[config.mk]
export PLATFORM = sky130hd
export DESIGN_NAME = mmio_fabric
export DESIGN_NICKNAME = d
export VERILOG_FILES = /design/src/rtl/mmio_fabric.sv
export SDC_FILE = /design/constraint.sdc
export NUM_CORES = 1
export LEC_CHECK = 0
export BUFFER_PORTS_ARGS = -buffer_cell sky130_fd_sc_hd__buf_2
export CAP_MARGIN = 20
export CORE_MARGIN = 10
export CORE_UTILIZATION = 41
export DETAILED_ROUTE_END_ITERATION = 7
export GPL_TIMING_DRIVEN = 1
export PLACE_DENSITY = 0.74
export SYNTH_ARGS = -nofsm -noshare
export SYNTH_HDL_FRONTEND = slang
export SYNTH_SLANG_ARGS = --single-unit
[constraint.sdc]
create_clock -name clk -period 2 [get_ports clk]
set_input_delay 0.3 -clock clk [delete_from_list [all_inputs] [get_ports clk]]
set_output_delay 0.3 -clock clk [all_outputs]
set_load 0.005 [all_outputs]
[src/rtl/mmio_fabric.sv]
`default_nettype none
// +--------------------------------------------------------------------------+
// | Module   : mmio_fabric                                                   |
// | Purpose  : Registered, handshaked memory-mapped interconnect between a   |
// |            single master (MIPS data port) and NSLV peripheral slaves.    |
// |            Address decode selects slave idx = m_addr >> SEL_LSB. Each    |
// |            access waits for the slave's s_ready, aborts after TIMEOUT    |
// |            cycles, and answers unmapped addresses with an error.         |
// |            Error responses are tallied in a saturating 8-bit counter.    |
// | Ports    : clk, rst (async, active-low)                                  |
// |            master : m_req, m_we, m_addr, m_wdata -> m_rdata, m_ready,    |
// |                     m_err                                                |
// |            slaves : s_sel, s_we, s_addr, s_wdata -> s_rdata, s_ready     |
// |            status : busy, err_count                                      |
// | Revision : 1.0 - initial release                                         |
// +--------------------------------------------------------------------------+
module mmio_fabric #(
  parameter int NSLV    = 4,
  parameter int DW      = 32,
  parameter int AW      = 32,
  parameter int SEL_LSB = 8,
  parameter int TIMEOUT = 15
) (
  input  logic               clk,
  input  logic               rst,
  input  logic               m_req,
  input  logic               m_we,
  input  logic [AW-1:0]      m_addr,
  input  logic [DW-1:0]      m_wdata,
  output logic [DW-1:0]      m_rdata,
  output logic               m_ready,
  output logic               m_err,
  output logic [NSLV-1:0]    s_sel,
  output logic               s_we,
  output logic [AW-1:0]      s_addr,
  output logic [DW-1:0]      s_wdata,
  input  logic [NSLV*DW-1:0] s_rdata,
  input  logic [NSLV-1:0]    s_ready,
  output logic               busy,
  output logic [7:0]         err_count
);

  typedef enum logic [1:0] {
    S_IDLE   = 2'd0,
    S_ACCESS = 2'd1,
    S_RESP   = 2'd2
  } state_t;

  localparam logic [7:0] C_TO_LAST = 8'(TIMEOUT - 1);

  state_t r_state, w_state_nxt;

  logic [DW-1:0]   r_m_rdata,   w_m_rdata_nxt;
  logic            r_m_ready,   w_m_ready_nxt;
  logic            r_m_err,     w_m_err_nxt;
  logic [NSLV-1:0] r_s_sel,     w_s_sel_nxt;
  logic            r_s_we,      w_s_we_nxt;
  logic [AW-1:0]   r_s_addr,    w_s_addr_nxt;
  logic [DW-1:0]   r_s_wdata,   w_s_wdata_nxt;
  logic            r_busy,      w_busy_nxt;
  logic [7:0]      r_err_count, w_err_count_nxt;
  logic [7:0]      r_cnt,       w_cnt_nxt;

  logic [AW-1:0]   w_idx;
  logic [NSLV-1:0] w_dec;
  logic            w_mapped;
  logic            w_slv_ready;
  logic [DW-1:0]   w_slv_rdata;
  logic            w_err_inc;

  // Decode and return-path selection. The captured one-hot s_sel stands in
  // for the slave index, so ready/data selection needs no binary index and
  // stray ready bits from unselected slaves are masked out naturally.
  always_comb begin
    w_idx       = m_addr >> SEL_LSB;
    w_dec       = '0;
    w_slv_rdata = '0;
    for (int i = 0; i < NSLV; i++) begin
      w_dec[i] = (w_idx == AW'(i));
      if (r_s_sel[i]) begin
        w_slv_rdata = s_rdata[i*DW +: DW];
      end
    end
    w_mapped    = |w_dec;
    w_slv_ready = |(r_s_sel & s_ready);
  end

  // State register
  always_ff @(posedge clk or negedge rst) begin
    if (!rst) begin
      r_state <= S_IDLE;
    end else begin
      r_state <= w_state_nxt;
    end
  end

  // Next-state and next-output logic
  always_comb begin
    w_state_nxt   = r_state;
    w_m_rdata_nxt = r_m_rdata;
    w_m_ready_nxt = 1'b0;
    w_m_err_nxt   = r_m_err;
    w_s_sel_nxt   = r_s_sel;
    w_s_we_nxt    = r_s_we;
    w_s_addr_nxt  = r_s_addr;
    w_s_wdata_nxt = r_s_wdata;
    w_cnt_nxt     = r_cnt;
    w_err_inc     = 1'b0;

    case (r_state)
      S_IDLE: begin
        if (m_req) begin
          if (w_mapped) begin
            w_s_addr_nxt  = m_addr;
            w_s_wdata_nxt = m_wdata;
            w_s_we_nxt    = m_we;
            w_s_sel_nxt   = w_dec;
            w_cnt_nxt     = 8'd0;
            w_state_nxt   = S_ACCESS;
          end else begin
            w_m_rdata_nxt = '0;
            w_m_err_nxt   = 1'b1;
            w_m_ready_nxt = 1'b1;
            w_err_inc     = 1'b1;
            w_state_nxt   = S_RESP;
          end
        end
      end

      S_ACCESS: begin
        if (w_slv_ready) begin
          // Writes return zero so a stale slave bus never leaks to m_rdata.
          w_m_rdata_nxt = r_s_we ? '0 : w_slv_rdata;
          w_m_err_nxt   = 1'b0;
          w_s_sel_nxt   = '0;
          w_s_we_nxt    = 1'b0;
          w_m_ready_nxt = 1'b1;
          w_state_nxt   = S_RESP;
        end else if (r_cnt == C_TO_LAST) begin
          w_m_rdata_nxt = '0;
          w_m_err_nxt   = 1'b1;
          w_s_sel_nxt   = '0;
          w_s_we_nxt    = 1'b0;
          w_m_ready_nxt = 1'b1;
          w_err_inc     = 1'b1;
          w_state_nxt   = S_RESP;
        end else begin
          w_cnt_nxt = r_cnt + 8'd1;
        end
      end

      S_RESP: begin
        // m_req is deliberately ignored here; the response is one cycle.
        w_state_nxt = S_IDLE;
      end

      default: begin
        w_state_nxt = S_IDLE;
      end
    endcase

    w_busy_nxt      = (w_state_nxt != S_IDLE);
    w_err_count_nxt = (w_err_inc && (r_err_count != 8'hFF)) ? r_err_count + 8'd1
                                                            : r_err_count;
  end

  // Output and datapath registers
  always_ff @(posedge clk or negedge rst) begin
    if (!rst) begin
      r_m_rdata   <= '0;
      r_m_ready   <= 1'b0;
      r_m_err     <= 1'b0;
      r_s_sel     <= '0;
      r_s_we      <= 1'b0;
      r_s_addr    <= '0;
      r_s_wdata   <= '0;
      r_busy      <= 1'b0;
      r_err_count <= 8'd0;
      r_cnt       <= 8'd0;
    end else begin
      r_m_rdata   <= w_m_rdata_nxt;
      r_m_ready   <= w_m_ready_nxt;
      r_m_err     <= w_m_err_nxt;
      r_s_sel     <= w_s_sel_nxt;
      r_s_we      <= w_s_we_nxt;
      r_s_addr    <= w_s_addr_nxt;
      r_s_wdata   <= w_s_wdata_nxt;
      r_busy      <= w_busy_nxt;
      r_err_count <= w_err_count_nxt;
      r_cnt       <= w_cnt_nxt;
    end
  end

  assign m_rdata   = r_m_rdata;
  assign m_ready   = r_m_ready;
  assign m_err     = r_m_err;
  assign s_sel     = r_s_sel;
  assign s_we      = r_s_we;
  assign s_addr    = r_s_addr;
  assign s_wdata   = r_s_wdata;
  assign busy      = r_busy;
  assign err_count = r_err_count;

endmodule
`default_nettype wire

== After elaboration in Yosys (flattened, before gate mapping) ==
Index checks and enable logic that the tools add are counted.
Word-level totals
  input port bits: 200
  logic and storage cells: 79
  flip-flop bits (word level): 122
  output and inout bits: 112
Cells by class
  reductions and logical operators: 11
  equality and inequality tests: 12
  mux-type cells: 42
  add/subtract/negate cells: 2
  bitwise operators: 1
Operator list (count)
  2-to-1 mux 32 bit: 9
  one-hot mux 32 bit (2 select lines): 1
  == test 24 x 2 -> 1 bit, second input constant: 2
  logical NOT 32 bit: 1
  2-to-1 mux 8 bit: 4
  == test 24 x 1 -> 1 bit, second input constant: 1
  adder 8 x 1 -> 8 bit, second input constant: 2
  2-to-1 mux 4 bit: 4
  one-hot mux 8 bit (2 select lines): 1
  2-to-1 mux 1 bit: 13
  != test 2 bit, second input constant: 5
  == test 8 x 4 -> 1 bit, second input constant: 1
  2-to-1 mux 2 bit: 4
  != test 8 bit, second input constant: 1
  one-hot mux 1 bit (2 select lines): 4
  one-hot mux 4 bit (2 select lines): 1
  AND reduction 4 bit: 2
  OR reduction 4 bit: 2
  AND reduction 5 bit: 1
  AND 4 bit: 1
  one-hot mux 2 bit (2 select lines): 1
  nonzero test 2 bit: 2
  != test 3 bit, second input constant: 1
  AND reduction 3 bit: 1
  other kinds (3): 3

== Longest topological paths before layout ==
Gate-level depths: netlist (run 1).
  depth after elaboration: 7
  depth in mapped cells: 9
  depth with buffers taken out: 8

== Worst setup path before layout (run 1) ==
No wires, ideal clock.
  path kind: register -> register
  start point: register r_cnt[0]
  end point: register r_m_rdata[10] (netlist: m_rdata[10])
  arrival time: 1.895 ns
  setup slack: -0.020 ns
  stages on the path, launching flop included: 10
  period minus slack after synthesis: 2.020 ns
  buffers on the path: 2
  setup time: 0.126 ns
  data required time: 1.874 ns
  cell sequence: dfrtp_1 > inv_1 > ha_1 > nand4b_1 > or4_4 > a21o_4 > and2_4 > buf_6 > buf_12 > o2bb2ai_2
On the way
  word-level cells in the longest chain between the ends: 3
RTL lines
  start: declaration: RTL line 62  | logic [7:0] r_cnt, w_cnt_nxt;
  start signal: assignment: RTL line 190  | r_cnt <= w_cnt_nxt;
  == test 8 x 4 -> 1 bit: RTL line 139  | end else if (r_cnt == C_TO_LAST) begin
  != test 3 bit (no source line)
  AND reduction 4 bit (no source line)
  end signal: assignment: RTL line 181  | r_m_rdata <= w_m_rdata_nxt;
  end: declaration: RTL line 53  | logic [DW-1:0] r_m_rdata, w_m_rdata_nxt;
No other way between the ends.
A chain may end at the register's enable or synchronous reset.

== Worst setup path after layout (run 1) ==
  start point: register r_cnt[0]
  end point: register r_m_rdata[4] (netlist: m_rdata[4])
The elaborated chain is that of the path after synthesis.

==> results of run 1 <==
-- state kept, by name (all words and copies together) (netlist names), 2 cells and up --
signal,cells
s_addr,32
r_cnt,8
m_rdata,32
s_sel,4
r_state,2
err_count,8
s_wdata,32
-- power breakdown --
group / switching [W] / internal, W / total, W
logic: 0.000234 / 0.000260 / 0.000495
registers: 0.0000653 / 0.00253 / 0.00260
clock network: 0.00114 / 0.00213 / 0.00327
total: 0.00144 / 0.00492 / 0.00636
-- final cells by class --
class	count	area [um2]	share of cell area (%)
sequential	122	3060	35.9
multi-input combinational	325	2620	30.8
timing repair buffer	350	1960	23.0
clock buffer	18	439	5.16
tap	180	225	2.65
clock inverter	14	194	2.28
inverter	5	18.8	0.220
-- through the flow --
step	util [%]	cells	instance area [um2]	hold WS [ns]	total power [W]
4_1_cts	60.6	1011	8450	0.0737	0.00644
3_3_place_gp	55.7	977	7770	0.131	0.00312
2_1_floorplan	-	492	5870	0.00441	0.00278
5_1_grt	61.1	1014	8510	0.0961	0.00661
3_5_place_dp	55.9	978	7790	0.128	0.00313
6_report	61.1	1014	8510	0.100	0.00636
-- synthesized netlist by cell type, drive strengths merged, types with 2 or more instances --
cell type	instances	area, um2
nand3	12	60.1
nor2	5	18.8
or3	2	12.5
o21ai	6	30.0
a31oi	2	12.5
nand2	13	48.8
dfrtp	122	3050
a21oi	37	185
nand3b	2	22.5
mux2i	4	40.0
a211oi	6	45.0
nand2b	5	31.3
ha	3	37.5
and2	24	153
nor2b	32	200
nor3	32	160
inv	5	18.8
nor4	6	37.5
xor2	5	43.8
buf	14	124
clkbuf	26	97.6
nand4	3	18.8
a221oi	32	298
mux2	46	518
o2bb2ai	36	490
-- worst max-delay path: cells and delay by family, from the launching register on --
family | cells | cell delay, ns
AND/OR/NAND/NOR | 3 | 0.77
buffers and inverters | 2 | 0.23
adder cells (fa/ha/maj) | 1 | 0.13
flip-flops | 1 | 0.37
AO/OA/AOI/OAI | 2 | 0.35
-- path summary, 6_finish.rpt --
path                                             start                       to  slack [ns]  depth (start not counted)
worst max register to register    r_cnt[0]$_DFFE_PN0P_   m_rdata[4]$_DFFE_PN0P_        0.02                          8
worst min register to register  s_addr[26]$_DFFE_PN0P_   s_addr[26]$_DFFE_PN0P_        0.48                          1
max in group asynchronous                          rst  s_wdata[21]$_DFFE_PN0P_        1.17                          3
min in group asynchronous                          rst  m_rdata[24]$_DFFE_PN0P_        0.28                          2
worst max-delay path              r_cnt[0]$_DFFE_PN0P_   m_rdata[4]$_DFFE_PN0P_        0.02                          8
worst min-delay path                         m_addr[4]    s_addr[4]$_DFFE_PN0P_        0.10                          2
-- metal layers --
layer	track usage [%]	up-vias	wire [um]
met5	0	-	0
met1	20.9	2505	7450
met3	7.69	19	1760
met2	32.4	215	9720
li1	-	2487	-
met4	6.09	0	274
-- cell families (layout without fill, tap and decap cells) --
group                      count (synthesis)  count (layout)
and+or+nand+nor                          143             143
DFF                                      122             122
AOI/OAI and AO/OA                        124             124
muxes                                     50              50
adders and majority gates                  3               3
buffers and inverters                     45             387
xor gates and xnor gates                   5               5
-- what timing repair did --
| item | 4_1_cts | 5_1_grt |
|---|---|---|
| buffers inserted | 0 | 3 |
| gates resized for setup | 2 | 8 |
| hold buffers | 1 | 0 |
| setup endpoints to repair | 10 | 38 |
| hold endpoints to repair | 122 | 0 |
| pin swaps | 0 | 1 |
==> impl_metrics.ini, run 1 <==
[run_status]
status = finished clean

[timing]
setup_slack_ns = 0.0238
timing.final.crit_share_pct = 98.8
setup_violations = 0
timing.final.max_slew_violations = 0
final-hold-violation-count = 0
setup_repair_after_global_routing_missed_its_margin = yes
fmaxAchievable_ghz = 0.506
finalClockSkew_ns = 0.00684
finalCriticalPeriod_ns = 1.98
worst-slew-pin-transition_ns = 0.654
tns_ns = 0
max-slew-margin-rel_pct = 56.4

[placed_design]
gp_congestion = 0.874
port_buffers = 311
dp_slack_ns = -0.0404
post-dp-hpwl_mm = 14.8

[cells_and_area]
final_net_count = 1024
final_common_cell = sky130_fd_sc_hd__buf_2
antenna-diode-count = 0
most-common-layout-cells = sky130_fd_sc_hd__buf_2 (310), sky130_fd_sc_hd__dfrtp_1 (120), sky130_fd_sc_hd__mux2_2 (39)
drive_gt1_share_pct = 56.2
fill_cells = 1174
syn_to_final_growth_pct = 45.1

[floorplan]
pin_count = 312
std_cell_rows = 43
die_w_um = 140
chipHeight_um = 140
core_region_area_um2 = 13900
start_util_pct = 42.1
fp.dieArea_um2 = 19500

[cts]
clock_insertion_delay_worst_skew_ns = 0.41
clk_transition_reported_paths_ns = 0.05
tritoncts_num_sinks = 122
clock_tree_from_tritoncts = yes
cts.root.buffer_cell = sky130_fd_sc_hd__clkbuf_16
htreeDepth = 4
numCtsBuffers = 17
clock_path_buffers = 2

[synth]
synthAdderAreaFrac_pct = 0.640
yosys_warnings = 0
synthesis.area_per_instance_um2 = 11.9
ys_types = 46
syn_inst = 492
yosys_register_bits = 122
ys_dominant_reg_cell = sky130_fd_sc_hd__dfrtp_1
synth_edf_count = 0
post_synth_mux_area_share_pct = 9.51
synth_compound_gate_area_share_pct = 19.0
synth_top_family_by_area = compound AO/OA/AOI/OAI gates
ys_seq_area_share_pct = 52.0
synthesized_netlist_net_count = 695
synth-xor-area-share_pct = 0.746
synth-async-reset-ratio_pct = 100
synthSimpleGateAreaFrac_pct = 14.0
mappedNetlistArea_um2 = 5870

[routing]
via_count = 5226
dr.pass1.iters = 6
wl_per_cell_um = 18.9
detail_route.iter0.violations = 192
drcViolationCount = 0
antenna_violating_nets_post_route = 0
detail_route.wirelength_mm = 19.2
via_per_inst = 5.15

[worst_setup_path]
slowest_delay_ns = 0.46
endpoint_arrival_time_on_the_critical_path_ns = 2.26
worstPathRequired_ns = 2.29
setup.worst_path.start_class = flip-flop
crit_path_top_delay_cell = sky130_fd_sc_hd__or4_4
critical_path.cell_chain = inv_1 -> ha_1 -> nand4b_1 -> or4_4 -> a21o_4 -> and2_4 -> buf_12 -> o2bb2ai_2
crit_path_max_fanout = 19
worst_path_class_setup = flip-flop to flip-flop
worst_setup_path_end_kind = flip-flop

[global_route]
grt_usage_pct = 18.9
grt_first_pass_wirelength_mm = 30.1
first_global_vias = 5518
grt_max_degree = 67
total_gr_overflow = 0
grt_antenna_before_repair = 0

[power_and_ir_drop]
static-leakage-power_nw = 4.47
pwr_density_cell_nw_per_um2 = 747
irDropWorstVdd_mv = 0.528

[job]
drv.max_cap_violation_count = 0

[hold_path]
hp-class = input port to flip-flop
No activity file was read; power rests on OpenSTA's default activity.
==> inputs of run 2 (changes only) <==
- HOLD_SLACK_MARGIN: not set -> 0.12
- REMOVE_ABC_BUFFERS: not set -> 1
==> impl_metrics.ini, run 2 (synthesized netlist as in run 1, its figures left out) <==
[timing]
max-slew-margin-rel_pct = 55.9
finalCriticalPeriod_ns = 1.92
fmaxAchievable_ghz = 0.520
final-hold-violation-count = 0
tns_ns = 0
timing.final.crit_share_pct = 96.1
finalClockSkew_ns = 0.00859
timing.final.max_slew_violations = 0
setup_slack_ns = 0.0780
worst-slew-pin-transition_ns = 0.662
setup_violations = 0

[worst_setup_path]
worstPathRequired_ns = 2.30
worst_path_class_setup = flip-flop to flip-flop
setup.worst_path.start_class = flip-flop
critPathMostFrequentCell = sky130_fd_sc_hd__buf_4
worst_setup_path_end_kind = flip-flop
endpoint_arrival_time_on_the_critical_path_ns = 2.22
ff2ff_setup_slack_ns = 0.08
crit_path_max_fanout = 7
critical_path.cell_chain = buf_4 -> a22o_1 -> a221oi_4 -> buf_6 -> nand3b_2 -> buf_4 -> o2bb2ai_1 -> a32o_1
crit_path_top_delay_cell = sky130_fd_sc_hd__dfrtp_1
slowest_delay_ns = 0.40

[placed_design]
dp_slack_ns = -0.0481
numPlacedInstances = 973
post_dp_cell_area_um2 = 7720
port_buffers = 311
post-dp-hpwl_mm = 14.7
gp_congestion = 0.856

[hold_path]
hp-class = input port to flip-flop

[power_and_ir_drop]
p_comb_share_pct = 8.7
power_frac_clock_pct = 50.2
switching_power_w = 0.00152
p_sw_share_pct = 24.0
power.internal_w = 0.00481
pwr_density_cell_nw_per_um2 = 721
static-leakage-power_nw = 4.57
power.sequential.fraction_pct = 41.1
irDropWorstVdd_mv = 0.579

[cts]
clock_path_buffers = 2
cts.root.buffer_cell = sky130_fd_sc_hd__clkbuf_16
clk_transition_reported_paths_ns = 0.06
clock_insertion_delay_worst_skew_ns = 0.41
htreeDepth = 4
clock_tree_from_tritoncts = yes
tritoncts_num_sinks = 122
numCtsBuffers = 17

[cells_and_area]
postLayoutCoreUtil_pct = 63.0
final_area_um2 = 8780
seq_area_um2 = 3060
fill_cells = 1111
syn_to_final_growth_pct = 49.6
final_common_cell = sky130_fd_sc_hd__buf_2
final_cells = 1044
final_net_count = 1052
drive_gt1_share_pct = 54.8
most-common-layout-cells = sky130_fd_sc_hd__buf_2 (310), sky130_fd_sc_hd__dfrtp_1 (120), sky130_fd_sc_hd__mux2_2 (39)
multi_input_area_um2 = 2680

[routing]
antenna_violating_nets_post_route = 0
wl_per_cell_um = 20.1
dr.pass1.iters = 6
drcViolationCount = 0
via_per_inst = 5.19
via_count = 5423
detail_route.wirelength_mm = 21.0
detail_route.iter0.violations = 214

[global_route]
grt_usage_pct = 20.0
grt_first_pass_wirelength_mm = 31.6
total_gr_overflow = 0
grt_antenna_before_repair = 2
first_global_vias = 5833
grt_max_degree = 67

[floorplan]
pin_count = 312
core_region_area_um2 = 13900
std_cell_rows = 43
start_util_pct = 42.1
die_w_um = 140
chipHeight_um = 140
fp.dieArea_um2 = 19500

[job]
drv.max_cap_violation_count = 0

[run_status]
status = finished clean
[run 2: layout make-up]
type	count	area share [%]
Antenna cell	2	0.0570
Clock buffer	17	4.85
Clock inverter	15	2.15
Inverter	5	0.214
Multi-Input combinational cell	328	30.5
Sequential cell	122	34.8
Tap cell	180	2.57
Timing Repair Buffer	375	24.9
[run 2: power groups by stage]
stage / logic, W / clock network, W / registers, W
after floorplan: 0.000116 / 0 / 0.00264
after global placement: 0.000469 / 0 / 0.00264
after detailed placement: 0.000484 / 0 / 0.00264
after CTS: 0.000536 / 0.00323 / 0.00260
after global routing: 0.000609 / 0.00335 / 0.00261
final: 0.000552 / 0.00317 / 0.00260
[run 2: stage by stage]
stage                     hold slack, ns  power, W
after detailed placement           0.263   0.00312
after CTS                          0.121   0.00637
after global placement             0.266   0.00311
after global routing               0.132   0.00657
final                              0.136   0.00633
after floorplan                  0.00441   0.00275
[run 2: metal layers]
metal / global-route usage, % / part of all wire [%] / routed length, um
met1: 21.6 / 38 / 8010
met2: 33.1 / 48 / 10100
met3: 10.2 / 12 / 2430
met4: 7.01 / 1.9 / 406
met5: 0 / 0 / 0
[run 2: repair_timing]
| action | in CTS | in global routing |
|---|---|---|
| gates resized for setup | 5 | 13 |
| pin swaps | 0 | 1 |
| endpoints found under the hold margin | 58 | 1 |
| gates cloned | 0 | 3 |
| endpoints found under the setup margin | 6 | 45 |
| hold buffers | 31 | 1 |
| setup buffers | 0 | 2 |
[run 2: worst paths after layout]
check | to | start | cells after the start
min reg2reg | s_addr[14]$_DFFE_PN0P_ | s_addr[14]$_DFFE_PN0P_ | 1
max in group asynchronous | s_wdata[26]$_DFFE_PN0P_ | rst | 3
max reg2reg | r_cnt[4]$_DFFE_PN0P_ | s_sel[1]$_DFFE_PN0P_ | 8
max | r_cnt[4]$_DFFE_PN0P_ | s_sel[1]$_DFFE_PN0P_ | 8
min | s_wdata[22]$_DFFE_PN0P_ | m_wdata[22] | 2
min in group asynchronous | s_wdata[0]$_DFFE_PN0P_ | rst | 2
[run 2: critical path, delay by kind of cell, from the launching register on]
kind	cells	cell delay, ns
DFF	1	0.40
AOI/OAI and AO/OA	4	0.82
and+or+nand+nor	1	0.10
buffers and inverters	3	0.49
==> inputs of run 3 (changes only) <==
- CORE_ASPECT_RATIO: not set -> 0.5
==> impl_metrics.ini, run 3 (synthesized netlist as in run 1, its figures left out) <==
[timing]
setup_repair_after_global_routing_missed_its_margin = yes
fmaxAchievable_ghz = 0.508
setup_violations = 0
finalCriticalPeriod_ns = 1.97
worst-slew-pin-transition_ns = 0.624
timing.final.crit_share_pct = 98.4
timing.final.max_slew_violations = 0
max-slew-margin-rel_pct = 58.3
setup_slack_ns = 0.0329
final-hold-violation-count = 0
finalClockSkew_ns = 0.0110

[cts]
cts.root.buffer_cell = sky130_fd_sc_hd__clkbuf_16
clock_insertion_delay_worst_skew_ns = 0.40
clock_tree_from_tritoncts = yes
clk_transition_reported_paths_ns = 0.06
numCtsBuffers = 17
clock_path_buffers = 2
tritoncts_num_sinks = 122
htreeDepth = 4

[routing]
dr.pass1.iters = 4
via_per_inst = 5.09
detail_route.iter0.violations = 261
drcViolationCount = 0
detail_route.wirelength_mm = 19.4
wl_per_cell_um = 18.8
antenna_violating_nets_post_route = 0
via_count = 5248

[floorplan]
start_util_pct = 42.6
die_w_um = 189
fp.dieArea_um2 = 19800
std_cell_rows = 30
chipHeight_um = 105
core_region_area_um2 = 13800
pin_count = 312

[worst_setup_path]
crit_end = err_count[7]$_DFFE_PN0P_
regToRegStartpoint = s_sel[1]$_DFFE_PN0P_
worstRegToRegCells = 6
endpoint_arrival_time_on_the_critical_path_ns = 2.23
worstPathRequired_ns = 2.27
critical_path.reg2reg.endpoint = err_count[7]$_DFFE_PN0P_
worst_path_class_setup = flip-flop to flip-flop
crit_path_max_fanout = 6
startpoint = s_sel[1]$_DFFE_PN0P_
setup.worst_path.start_class = flip-flop
worst_setup_path_end_kind = flip-flop
ff2ff_setup_slack_ns = 0.03

[cells_and_area]
final_common_cell = sky130_fd_sc_hd__buf_2
antenna-diode-count = 0
most-common-layout-cells = sky130_fd_sc_hd__buf_2 (310), sky130_fd_sc_hd__dfrtp_1 (120), sky130_fd_sc_hd__mux2_2 (39)
fill_cells = 1142
final_cells = 1031
drive_gt1_share_pct = 55.2
final_net_count = 1031
syn_to_final_growth_pct = 45.9

[power_and_ir_drop]
switching_power_w = 0.00140
power.internal_w = 0.00491
pwr_density_cell_nw_per_um2 = 738
irDropWorstVdd_mv = 0.607
power.sequential.fraction_pct = 41.2
p_comb_share_pct = 8.0
static-leakage-power_nw = 4.48
p_sw_share_pct = 22.2
power_frac_clock_pct = 50.7

[placed_design]
post-dp-hpwl_mm = 14.6
dp_slack_ns = -0.113
port_buffers = 311
gp_congestion = 0.847
numPlacedInstances = 984

[global_route]
grt_max_degree = 67
total_gr_overflow = 0
grt_first_pass_wirelength_mm = 29.8
grt_usage_pct = 18.6
grt_antenna_before_repair = 0
first_global_vias = 5562

[hold_path]
hp-class = input port to flip-flop

[job]
drv.max_cap_violation_count = 0

[run_status]
status = finished clean
## run 3: cell types whose count changed in the layout (fill, tap and decap cells not counted), moves of 2 or more
cell,change
sky130_fd_sc_hd__and2_4,-2
sky130_fd_sc_hd__o2bb2ai_1,+3
sky130_fd_sc_hd__clkinv_4,-2
sky130_fd_sc_hd__diode_2,-2
sky130_fd_sc_hd__o2bb2ai_2,-3
sky130_fd_sc_hd__dlygate4sd3_1,-18
sky130_fd_sc_hd__inv_6,-2
## run 3: worst max-delay path, cell delays in order, from the launching register on
cell and delay [ns]:
sky130_fd_sc_hd__dfrtp_1 0.38, sky130_fd_sc_hd__buf_4 0.16, sky130_fd_sc_hd__a22o_1 0.20, sky130_fd_sc_hd__a221oi_4 0.31, sky130_fd_sc_hd__nand3b_4 0.20, sky130_fd_sc_hd__a211oi_2 0.26, sky130_fd_sc_hd__mux2_1 0.33
## run 3: metal layers
metal  GRT usage, %  wire length [um]
met5              0                 0
met4           5.69               294
met3           5.08              1120
met2           35.2             10500
met1           19.6              7480
## run 3: how the worst min path moves through the flow
stage,start,end,slack (ns),cells after the start
after global routing,m_wdata[23],s_wdata[23]$_DFFE_PN0P_,0.12,2
after global placement,rst,s_wdata[2]$_DFFE_PN0P_,0.31,1
after CTS,m_wdata[19],s_wdata[19]$_DFFE_PN0P_,0.12,2
final,m_wdata[19],s_wdata[19]$_DFFE_PN0P_,0.14,2
after floorplan,rst,busy$_DFF_PN0_,0.004,0
after detailed placement,rst,s_addr[5]$_DFFE_PN0P_,0.31,1
## run 3: layout make-up
type / count / area [um2] / share of cell area, %
inverter: 5 / 18.8 / 0.219
timing repair buffer: 356 / 1990 / 23.2
tap: 192 / 240 / 2.81
multi-input combinational: 326 / 2640 / 30.9
clock inverter: 11 / 170 / 1.99
clock buffer: 19 / 443 / 5.18
sequential: 122 / 3060 / 35.7
## run 3: per-stage QoR
| step | TNS (ns) | area [um2] | util (%) | power, W | hold slack [ns] |
|---|---|---|---|---|---|
| after floorplan | -62.35 | 5650 | - | 0.00275 | 0.00441 |
| after global placement | -1.42 | 7720 | 56.0 | 0.00310 | 0.307 |
| after detailed placement | -3.26 | 7720 | 56.0 | 0.00312 | 0.313 |
| after CTS | 0 | 8470 | 61.5 | 0.00637 | 0.120 |
| after global routing | -1.19 | 8560 | 62.1 | 0.00656 | 0.121 |
| final | 0 | 8560 | 62.1 | 0.00631 | 0.135 |
## run 3: power by group through the flow
| stage | sequential, W | clock [W] | combinational [W] |
|---|---|---|---|
| global placement | 0.00264 | 0 | 0.000463 |
| floorplan | 0.00264 | 0 | 0.000116 |
| detailed placement | 0.00264 | 0 | 0.000484 |
| CTS | 0.00260 | 0.00326 | 0.000504 |
| finish | 0.00260 | 0.00320 | 0.000507 |
| global route | 0.00261 | 0.00339 | 0.000566 |
## run 3: timing repair
action / in CTS / in global routing
cloned: 1 / 0
pin swaps: 0 / 4
resized for setup: 4 / 9
endpoints found under the setup margin: 31 / 12
hold buffers: 11 / 3
hold endpoints to repair: 47 / 3
buffers inserted: 0 / 2
